$ cat src/rtl/pattern_sweep_capture_pkg.sv
// Shared types and constants for the pattern sweep / response capture block.
package pattern_sweep_capture_pkg;

   typedef enum logic [1:0] {
      ST_IDLE   = 2'd0,
      ST_APPLY  = 2'd1,
      ST_SAMPLE = 2'd2,
      ST_DONE   = 2'd3
   } state_t;

   localparam logic [15:0] DEFAULT_POLY = 16'h1021;

   function automatic logic [15:0] to_gray(input logic [15:0] b);
      return b ^ (b >> 1);
   endfunction

endpackage

$ cat src/rtl/pattern_sweep_capture_misr.sv
// Multiple-input signature register compacting the sampled DUT responses.
module misr_compactor
   import pattern_sweep_capture_pkg::*;
#(
   parameter int               SIG_W = 16,
   parameter int               OUT_W = 1,
   parameter logic [SIG_W-1:0] POLY  = SIG_W'(DEFAULT_POLY)
) (
   input  logic             CK,
   input  logic             reset,
   input  logic             clr,
   input  logic             en,
   input  logic [OUT_W-1:0] din,
   output logic [SIG_W-1:0] sig
);

   logic [SIG_W-1:0] r_sig;

   function automatic logic [SIG_W-1:0] misr_step(input logic [SIG_W-1:0] s,
                                                   input logic [OUT_W-1:0] d);
      return (s << 1) ^ (s[SIG_W-1] ? POLY : {SIG_W{1'b0}}) ^ SIG_W'(d);
   endfunction

   // Signature register: clear has priority over an update.
   always_ff @(posedge CK or posedge reset) begin
      if (reset) begin
         r_sig <= {SIG_W{1'b0}};
      end else if (clr) begin
         r_sig <= {SIG_W{1'b0}};
      end else if (en) begin
         r_sig <= misr_step(r_sig, din);
      end else begin
         r_sig <= r_sig;
      end
   end

   assign sig = r_sig;

endmodule

$ cat src/rtl/pattern_sweep_capture.sv
// Sweeps every IN_W-bit stimulus pattern (binary or Gray order), samples the
// DUT response after a settle delay, logs it and folds it into a signature.
module pattern_sweep_capture
   import pattern_sweep_capture_pkg::*;
#(
   parameter int               IN_W   = 6,
   parameter int               OUT_W  = 1,
   parameter int               SETTLE = 1,
   parameter int               SIG_W  = 16,
   parameter logic [SIG_W-1:0] POLY   = SIG_W'(DEFAULT_POLY)
) (
   input  logic             CK,
   input  logic             reset,
   input  logic             start,
   input  logic             abort,
   input  logic             mode,
   input  logic [OUT_W-1:0] dut_out,
   output logic [IN_W-1:0]  pattern,
   output logic             cap_valid,
   output logic [IN_W-1:0]  cap_pattern,
   output logic [OUT_W-1:0] cap_data,
   output logic             busy,
   output logic             done,
   output logic [SIG_W-1:0] signature
);

   // Index is one bit wider than the pattern so the last pattern never aliases to 0.
   localparam logic [IN_W:0] LAST_IDX   = (IN_W+1)'((1 << IN_W) - 1);
   localparam logic [7:0]    SETTLE_CNT = 8'(SETTLE);

   state_t            r_state;
   state_t            w_state_next;
   logic [IN_W:0]     r_idx;
   logic [IN_W:0]     w_idx_inc;
   logic [7:0]        r_settle;
   logic              r_mode;
   logic [IN_W-1:0]   r_pattern;
   logic [IN_W-1:0]   w_pat_next;
   logic              r_cap_valid;
   logic [IN_W-1:0]   r_cap_pattern;
   logic [OUT_W-1:0]  r_cap_data;
   logic              r_busy;
   logic              r_done;
   logic              w_accept;
   logic              w_sample;
   logic              w_advance;
   logic [SIG_W-1:0]  w_sig;

   // FSM state register.
   always_ff @(posedge CK or posedge reset) begin
      if (reset) begin
         r_state <= ST_IDLE;
      end else begin
         r_state <= w_state_next;
      end
   end

   // FSM next-state logic; abort overrides both start and normal sequencing.
   always_comb begin
      w_state_next = r_state;
      case (r_state)
         ST_IDLE, ST_DONE: begin
            if (start && !abort) w_state_next = ST_APPLY;
            else                 w_state_next = r_state;
         end
         ST_APPLY: begin
            if (abort)                        w_state_next = ST_IDLE;
            else if (r_settle == SETTLE_CNT)  w_state_next = ST_SAMPLE;
            else                              w_state_next = ST_APPLY;
         end
         ST_SAMPLE: begin
            if (abort)                 w_state_next = ST_IDLE;
            else if (r_idx == LAST_IDX) w_state_next = ST_DONE;
            else                        w_state_next = ST_APPLY;
         end
         default: w_state_next = ST_IDLE;
      endcase
   end

   // FSM control decodes.
   always_comb begin
      w_accept  = 1'b0;
      w_sample  = 1'b0;
      w_advance = 1'b0;
      case (r_state)
         ST_IDLE, ST_DONE: begin
            w_accept = start && !abort;
         end
         ST_SAMPLE: begin
            w_sample  = !abort;
            w_advance = !abort && (r_idx != LAST_IDX);
         end
         default: begin
            w_accept  = 1'b0;
            w_sample  = 1'b0;
            w_advance = 1'b0;
         end
      endcase
   end

   assign w_idx_inc  = r_idx + (IN_W+1)'(1);
   assign w_pat_next = r_mode ? IN_W'(to_gray(16'(w_idx_inc))) : IN_W'(w_idx_inc);

   // Sweep datapath and registered outputs.
   always_ff @(posedge CK or posedge reset) begin
      if (reset) begin
         r_idx         <= {(IN_W+1){1'b0}};
         r_settle      <= 8'd0;
         r_mode        <= 1'b0;
         r_pattern     <= {IN_W{1'b0}};
         r_cap_valid   <= 1'b0;
         r_cap_pattern <= {IN_W{1'b0}};
         r_cap_data    <= {OUT_W{1'b0}};
         r_busy        <= 1'b0;
         r_done        <= 1'b0;
      end else begin
         if (w_accept) begin
            r_idx  <= {(IN_W+1){1'b0}};
            r_mode <= mode;
         end else if (w_advance) begin
            r_idx  <= w_idx_inc;
         end

         if (r_state == ST_APPLY && w_state_next == ST_APPLY) r_settle <= r_settle + 8'd1;
         else                                                  r_settle <= 8'd0;

         if (w_advance)
            r_pattern <= w_pat_next;
         else if (w_state_next == ST_APPLY || w_state_next == ST_SAMPLE)
            r_pattern <= r_pattern;
         else
            r_pattern <= {IN_W{1'b0}};

         r_cap_valid <= w_sample;
         if (w_sample) begin
            r_cap_pattern <= r_pattern;
            r_cap_data    <= dut_out;
         end

         r_busy <= (w_state_next == ST_APPLY) || (w_state_next == ST_SAMPLE);
         r_done <= (w_state_next == ST_DONE);
      end
   end

   misr_compactor #(
      .SIG_W (SIG_W),
      .OUT_W (OUT_W),
      .POLY  (POLY)
   ) u_misr (
      .CK    (CK),
      .reset (reset),
      .clr   (w_accept),
      .en    (w_sample),
      .din   (dut_out),
      .sig   (w_sig)
   );

   assign pattern     = r_pattern;
   assign cap_valid   = r_cap_valid;
   assign cap_pattern = r_cap_pattern;
   assign cap_data    = r_cap_data;
   assign busy        = r_busy;
   assign done        = r_done;
   assign signature   = w_sig;

endmodule

$ cat config.mk
export PLATFORM = sky130hd
export DESIGN_NAME = pattern_sweep_capture
export DESIGN_NICKNAME = d
export VERILOG_FILES = /design/src/rtl/pattern_sweep_capture_pkg.sv /design/src/rtl/pattern_sweep_capture_misr.sv /design/src/rtl/pattern_sweep_capture.sv
export SDC_FILE = /design/constraint.sdc
export NUM_CORES = 1
export LEC_CHECK = 0
export BUFFER_PORTS_ARGS = -buffer_cell sky130_fd_sc_hd__buf_2
export CAP_MARGIN = 25
export CELL_PAD_IN_SITES_DETAIL_PLACEMENT = 1
export CELL_PAD_IN_SITES_GLOBAL_PLACEMENT = 1
export CORE_MARGIN = 2
export CORE_UTILIZATION = 46
export DETAILED_ROUTE_END_ITERATION = 8
export PLACE_DENSITY_LB_ADDON = 0.1
export SLEW_MARGIN = 30
export SYNTH_ARGS = -nofsm -noshare
export SYNTH_HDL_FRONTEND = slang
export SYNTH_SLANG_ARGS = --single-unit
$ cat constraint.sdc
create_clock -name CK -period 3.5 [get_ports CK]
set_input_delay 0.525 -clock CK [delete_from_list [all_inputs] [get_ports CK]]
set_output_delay 0.525 -clock CK [all_outputs]
set_load 0.05 [all_outputs]
Word-level counts from Yosys, hierarchy flattened
Cells that the tools add are included.

Logic and storage cells: 53. Output and inout port bits: 32. Register bits: 50. Input port bits: 6.

Equality and inequality tests: 10. Muxes and demuxes: 18. Add/sub/neg operators: 2. Bitwise gates (word level): 3. Reductions and logical operators: 9.

Operator list (number): two-way mux 16 bit (2); two-way mux 6 bit (3); bitwise XOR 16 x 1 -> 16 bit (1); bitwise XOR 16 bit (1); two-way mux 7 bit (2); two-way mux 13 bit (1); two-way mux 2 bit (5); adder 8 x 1 -> 8 bit (second input constant) (1); equality test 2 bit (second input constant) (4); equality test 8 x 1 -> 1 bit (second input constant) (1); two-way mux 8 bit (1); adder 7 x 1 -> 7 bit (second input constant) (1); equality test 7 x 6 -> 1 bit (second input constant) (1); != test 7 x 6 -> 1 bit (second input constant) (1); case mux 2 bit (3 select lines) (1); bitwise XOR 6 bit (1); equality test 2 x 1 -> 1 bit (second input constant) (2); nonzero test 2 bit (2); logical AND 1 bit (3); two-way mux 1 bit (3); zero test 2 bit (1); != test 2 bit (second input constant) (1); OR reduction 2 bit (1); zero test 1 bit (1); logical OR 1 bit (1).

Logic depth before layout (Yosys ltp)
Depth in word-level cells: 8. Mapped depth: 12. Depth with buffers taken out: 10.

Modules after synthesis
Synthesis repeated with hierarchy kept, for this count alone.

Cell total of the unflattened synthesis: 222. Area total of the unflattened synthesis: 2471.1 um^2.

By module, submodules not included: pattern_sweep_capture (sequential area each 850.8 um^2, instances 1, cells each 166, area each 1766.7 um^2); misr_compactor (sequential area each 400.4 um^2, instances 1, cells each 56, area each 704.4 um^2).

Worst setup path before layout
Ideal clock, no wire load.

Path kind: register to register. Start point: reg r_state[0]. End point: reg r_pattern[5], in the netlist pattern[5]. Stages on the path, launching flop included: 13. Path buffers: 2. Arrival time: 2190 ps. Period minus slack after synthesis: 2325 ps. Path slack: 1175 ps. Cells stage by stage: dfrtp_1 > inv_1 > ha_1 > nand2b_1 > buf_2 > inv_2 > buf_2 > a311oi_1 > a21oi_1 > ha_1 > a211o_1 > o41ai_2 > a221oi_2.

Cells in the longest elaborated chain, start to end: 6. Elaborated cells between the ends (all ways): 13. Those cells by class: eq/ne (6); mux (4); reduce/logical (3).

Ends and longest elaborated chain: start: declaration (line pattern_sweep_capture.sv:31) `state_t r_state;`; start signal: assignment (line pattern_sweep_capture.sv:54) `r_state <= w_state_next;`; equality test 2 bit or zero test 2 bit (tied branches) (line pattern_sweep_capture.sv:61) `case (r_state)`; OR reduction 2 bit (line pattern_sweep_capture.sv:61); case mux 2 bit (3 select lines) * (line pattern_sweep_capture.sv:61); named net w_state_next[0] (line pattern_sweep_capture.sv:32) `state_t w_state_next;`; equality test 2 x 1 -> 1 bit or equality test 2 bit (tied branches) (line pattern_sweep_capture.sv:129) `else if (w_state_next == ST_APPLY || w_state_next == ST_SAMPLE)`; logical OR 1 bit * (line pattern_sweep_capture.sv:129); != test 2 bit (no source line) *; end signal: assignment (line pattern_sweep_capture.sv:128) `r_pattern <= w_pat_next;`; end signal: assignment (line pattern_sweep_capture.sv:130) `r_pattern <= r_pattern;`; end signal: assignment (line pattern_sweep_capture.sv:132) `r_pattern <= {IN_W{1'b0}};`; end: declaration (line pattern_sweep_capture.sv:37) `logic [IN_W-1:0] r_pattern;`.

Mark *: on every way through the listed nets, which the timed path passes. The rest lies on a longest branch. A chain may end at the register's enable or synchronous reset.

Worst setup path in the final report
Start point: reg r_idx[0]. End point: reg r_pattern[5], in the netlist pattern[5].

Cells in the longest elaborated chain, start to end: 7. Elaborated cells between the ends (all ways): 15. Those cells by class: add/sub (1); eq/ne (5); mux (6); bitwise (1); reduce/logical (2).

Ends and longest elaborated chain: start: declaration (line pattern_sweep_capture.sv:33) `logic [IN_W:0] r_idx;`; start signal: assignment (line pattern_sweep_capture.sv:107) `r_idx <= {(IN_W+1){1'b0}};`; start signal: assignment (line pattern_sweep_capture.sv:118) `r_idx <= {(IN_W+1){1'b0}};`; start signal: assignment (line pattern_sweep_capture.sv:121) `r_idx <= w_idx_inc;`; equality test 7 x 6 -> 1 bit * (line pattern_sweep_capture.sv:73) `else if (r_idx == LAST_IDX) w_state_next = ST_DONE;`; two-way mux 2 bit * (line pattern_sweep_capture.sv:73); two-way mux 2 bit * (line pattern_sweep_capture.sv:72) `if (abort) w_state_next = ST_IDLE;`; case mux 2 bit (3 select lines) * (line pattern_sweep_capture.sv:61); named net w_state_next[1] (line pattern_sweep_capture.sv:32); equality test 2 x 1 -> 1 bit or equality test 2 bit (tied branches) (line pattern_sweep_capture.sv:129); logical OR 1 bit * (line pattern_sweep_capture.sv:129); != test 2 bit (no source line) *.

Marks and branches as above.

==> flow_metrics.py <==
metrics = {
    "final_layout": {
        "drive_gt1_share_pct": 21.00,
        "syn_to_final_growth_pct": 14.79,
        "nNetsFinal": 293,
        "finalInstanceArea_um2": 2748,
        "diodes": 0,
    },
    "critical_path": {
        "reg2reg_from": "r_idx[0]",
        "cp_data_arrival_time_ns": 2.74,
        "end_kind": "flop",
        "cp.required_ns": 3.69,
        "reg2regPathDepth": 9,
        "startpoint_type": "flop",
        "worst-path-max-fanout": 8,
        "cp_cell_sequence": "ha_1, nand3_1, nor4_1, a41oi_1, o22ai_1, ha_1, a211o_1, o41ai_2, a221oi_2",
        "max_stage_delay_ns": 0.44,
        "cp_slowest_cell": "dfrtp_1",
        "cp_common_cell": "ha_1",
        "worstSetupPathType": "reg2reg",
        "crit_start": "r_idx[0]",
    },
    "detailed_routing": {
        "final_antenna_net_count": 0,
        "drt_iter0_markers": 62,
        "first_pass_iters": 4,
        "wl_per_cell_um": 15.76,
        "wirelength_um": 5533,
        "via_per_inst": 5.299,
        "vias": 1860,
        "drc": 0,
    },
    "logic_synthesis": {
        "yosys-top-cells-count": "52 x nand2_1, 50 x dfrtp_1, 19 x a21oi_1",
        "yosys-top-cells-area": "dfrtp_1 52%, nand2_1 8.2%, a21oi_1 4.0%, ha_1 3.7%, xnor2_1 3.3%",
        "syn-cell-area_um2": 2394,
        "ys_async_sr_fraction_pct": 100.0,
        "synthesis.instances": 244,
        "synth_edf_count": 0,
        "synth_top_area_share_pct": 52.27,
        "synthFlopType": "dfrtp_1",
        "synth_nets": 257,
        "synth.distinct_cells": 46,
        "yosysMostFrequentCell": "nand2_1",
        "netlist.top_cell.by_area": "dfrtp_1",
        "ys_seq_area_share_pct": 52.27,
        "ys_warn_count": 0,
        "ys_ff_latch": 50,
        "syn_area_per_cell_um2": 9.810,
    },
    "sta": {
        "tightest_slew_ns": 0.6528,
        "finalHoldViolCount": 0,
        "finalSetupTns_ns": 0,
        "slew_headroom_pct": 56.48,
        "finalCritPeriodShare_pct": 73.04,
        "fmax_ghz": 0.3912,
        "drv_slew": 0,
        "setup_viol": 0,
        "period_needed_ns": 2.556,
        "fin_skew_ns": 0.007769,
        "grt_setup_unrepaired": "false",
    },
    "cts": {
        "clk_latency_ns": 0.30,
        "numCtsBuffers": 5,
        "h-tree-depth": 2,
        "clkTransAtPathRegs_ns": 0.09,
        "cts_hold_buf": 0,
        "post_cts_buffers": 0,
        "cts.sink_count": 50,
        "cts.path.max_buffers": 2,
        "cts.repair.resized": 0,
        "root_buffer": "clkbuf_8",
        "cts_tree": "built",
    },
    "global_routing": {
        "grt_pass1_wl_um": 9459,
        "grt_antenna_before_repair": 0,
        "grt_max_degree": 51,
        "grt_overflow": 0,
        "grt_usage_pct": 20.20,
        "first_global_vias": 1903,
    },
    "place": {
        "io_buffers": 37,
        "dpl.hpwl_um": 3904,
        "place.gp.congestion": 0.7716,
        "placed_cell_area_um2": 2641,
    },
    "pwr": {
        "leakagePower_nw": 1.351,
        "pwr_density_cell_nw_per_um2": 568.6,
        "ir_drop_mv": 0.2495,
    },
    "outcome": {
        "status": "finished clean",
    },
    "job": {
        "drv_cap": 0,
    },
    "floorplanning": {
        "rows": 26,
        "io_pins": 38,
        "design.core.area_um2": 5075,
        "die_w_um": 76.14,
        "dieHeight_um": 76.14,
        "dieArea_um2": 5797,
        "start_util_pct": 47.16,
    },
    "hold_path": {
        "hold_path_class": "in2async",
    },
}
==> where the power goes <==
| part | total, mW | internal (mW) | switching (mW) |
|---|---|---|---|
| sequential | 0.707 | 0.642 | 0.0649 |
| clock | 0.402 | 0.214 | 0.188 |
| combinational | 0.453 | 0.126 | 0.327 |
| total | 1.56 | 0.982 | 0.580 |
==> final timing paths <==
| check | endpoint | slack [ns] |
|---|---|---|
| worst max-delay path | pattern[5] | 0.94 |
| worst min-delay path | cap_pattern[3] | 0.29 |
| worst max register to register | pattern[5] | 0.94 |
| worst min register to register | cap_pattern[0] | 0.47 |
| max in group asynchronous | pattern[2] | 2.76 |
| min in group CK | cap_data | 0.44 |
==> layer usage <==
metal | track usage, % | wire (um)
met5 | 0 | 0
met4 | 4.909 | 37
met3 | 3.318 | 119
met2 | 33.57 | 2722
met1 | 27.93 | 2655
==> sequential cells by signal (all words and copies together) (netlist names) <==
signal and flops:
r_mode 1, busy 1, r_idx 7, cap_pattern 6, r_settle 8, cap_data 1
done 1, u_misr.sig 16, r_state 2, cap_valid 1, pattern 6
==> worst max-delay path: cells and delay by family, from the launching register on <==
kind / cells / cell delay [ns]
and+or+nand+nor: 2 / 0.54
DFF: 1 / 0.44
adders and majority gates: 2 / 0.61
AOI/OAI and AO/OA: 5 / 0.85
==> final cells by class <==
class	count	area (um2)
clock buffer	7	76.32
clock inverter	1	30.03
fill	618	2327
inverter	9	36.28
multi-input combinational	173	1051
sequential	50	1251
tap	70	87.58
timing repair buffer	41	215.2
==> through the flow <==
step | std cells | setup slack (ns) | total power, mW | hold WS (ns) | utilization [%]
finish | 351 | 0.9437 | 1.562 | 0.2890 | 54.14
global route | 351 | 0.7771 | 1.655 | 0.3340 | 54.14
CTS | 351 | 0.9373 | 1.590 | 0.3173 | 54.14
detailed placement | 343 | 0.8811 | 1.178 | 0.4576 | 52.05
global placement | 343 | 0.9690 | 1.162 | 0.4540 | 52.00
floorplan | 244 | 1.175 | 1.052 | 0.4535 | -
==> cells by family after synthesis <==
family	synth area share (%)
buffers and inverters	3.816
adder cells (fa/ha/maj)	3.659
flip-flops	52.27
multiplexers	1.359
AO/OA/AOI/OAI	12.23
AND/OR/NAND/NOR	19.86
XOR/XNOR	6.796
==> cells in the final DEF, fill, tap and decap left out, types with 3 or more instances in the layout <==
master    netlist  layout
nand2_1        52      52
xor2_1          7       7
a21oi_1        19      19
buf_4           0       4
nor2_1         18      18
dfrtp_1        50      50
a211oi_1        5       5
nor3_1          3       3
buf_2           4      37
inv_1           8       7
clkbuf_8        0       5
ha_1            7       7
and3_1          4       4
o21ai_1         4       4
xnor2_1         9       9
nand3_1        11      11
Note: power is estimated with default switching activity, not from simulation.
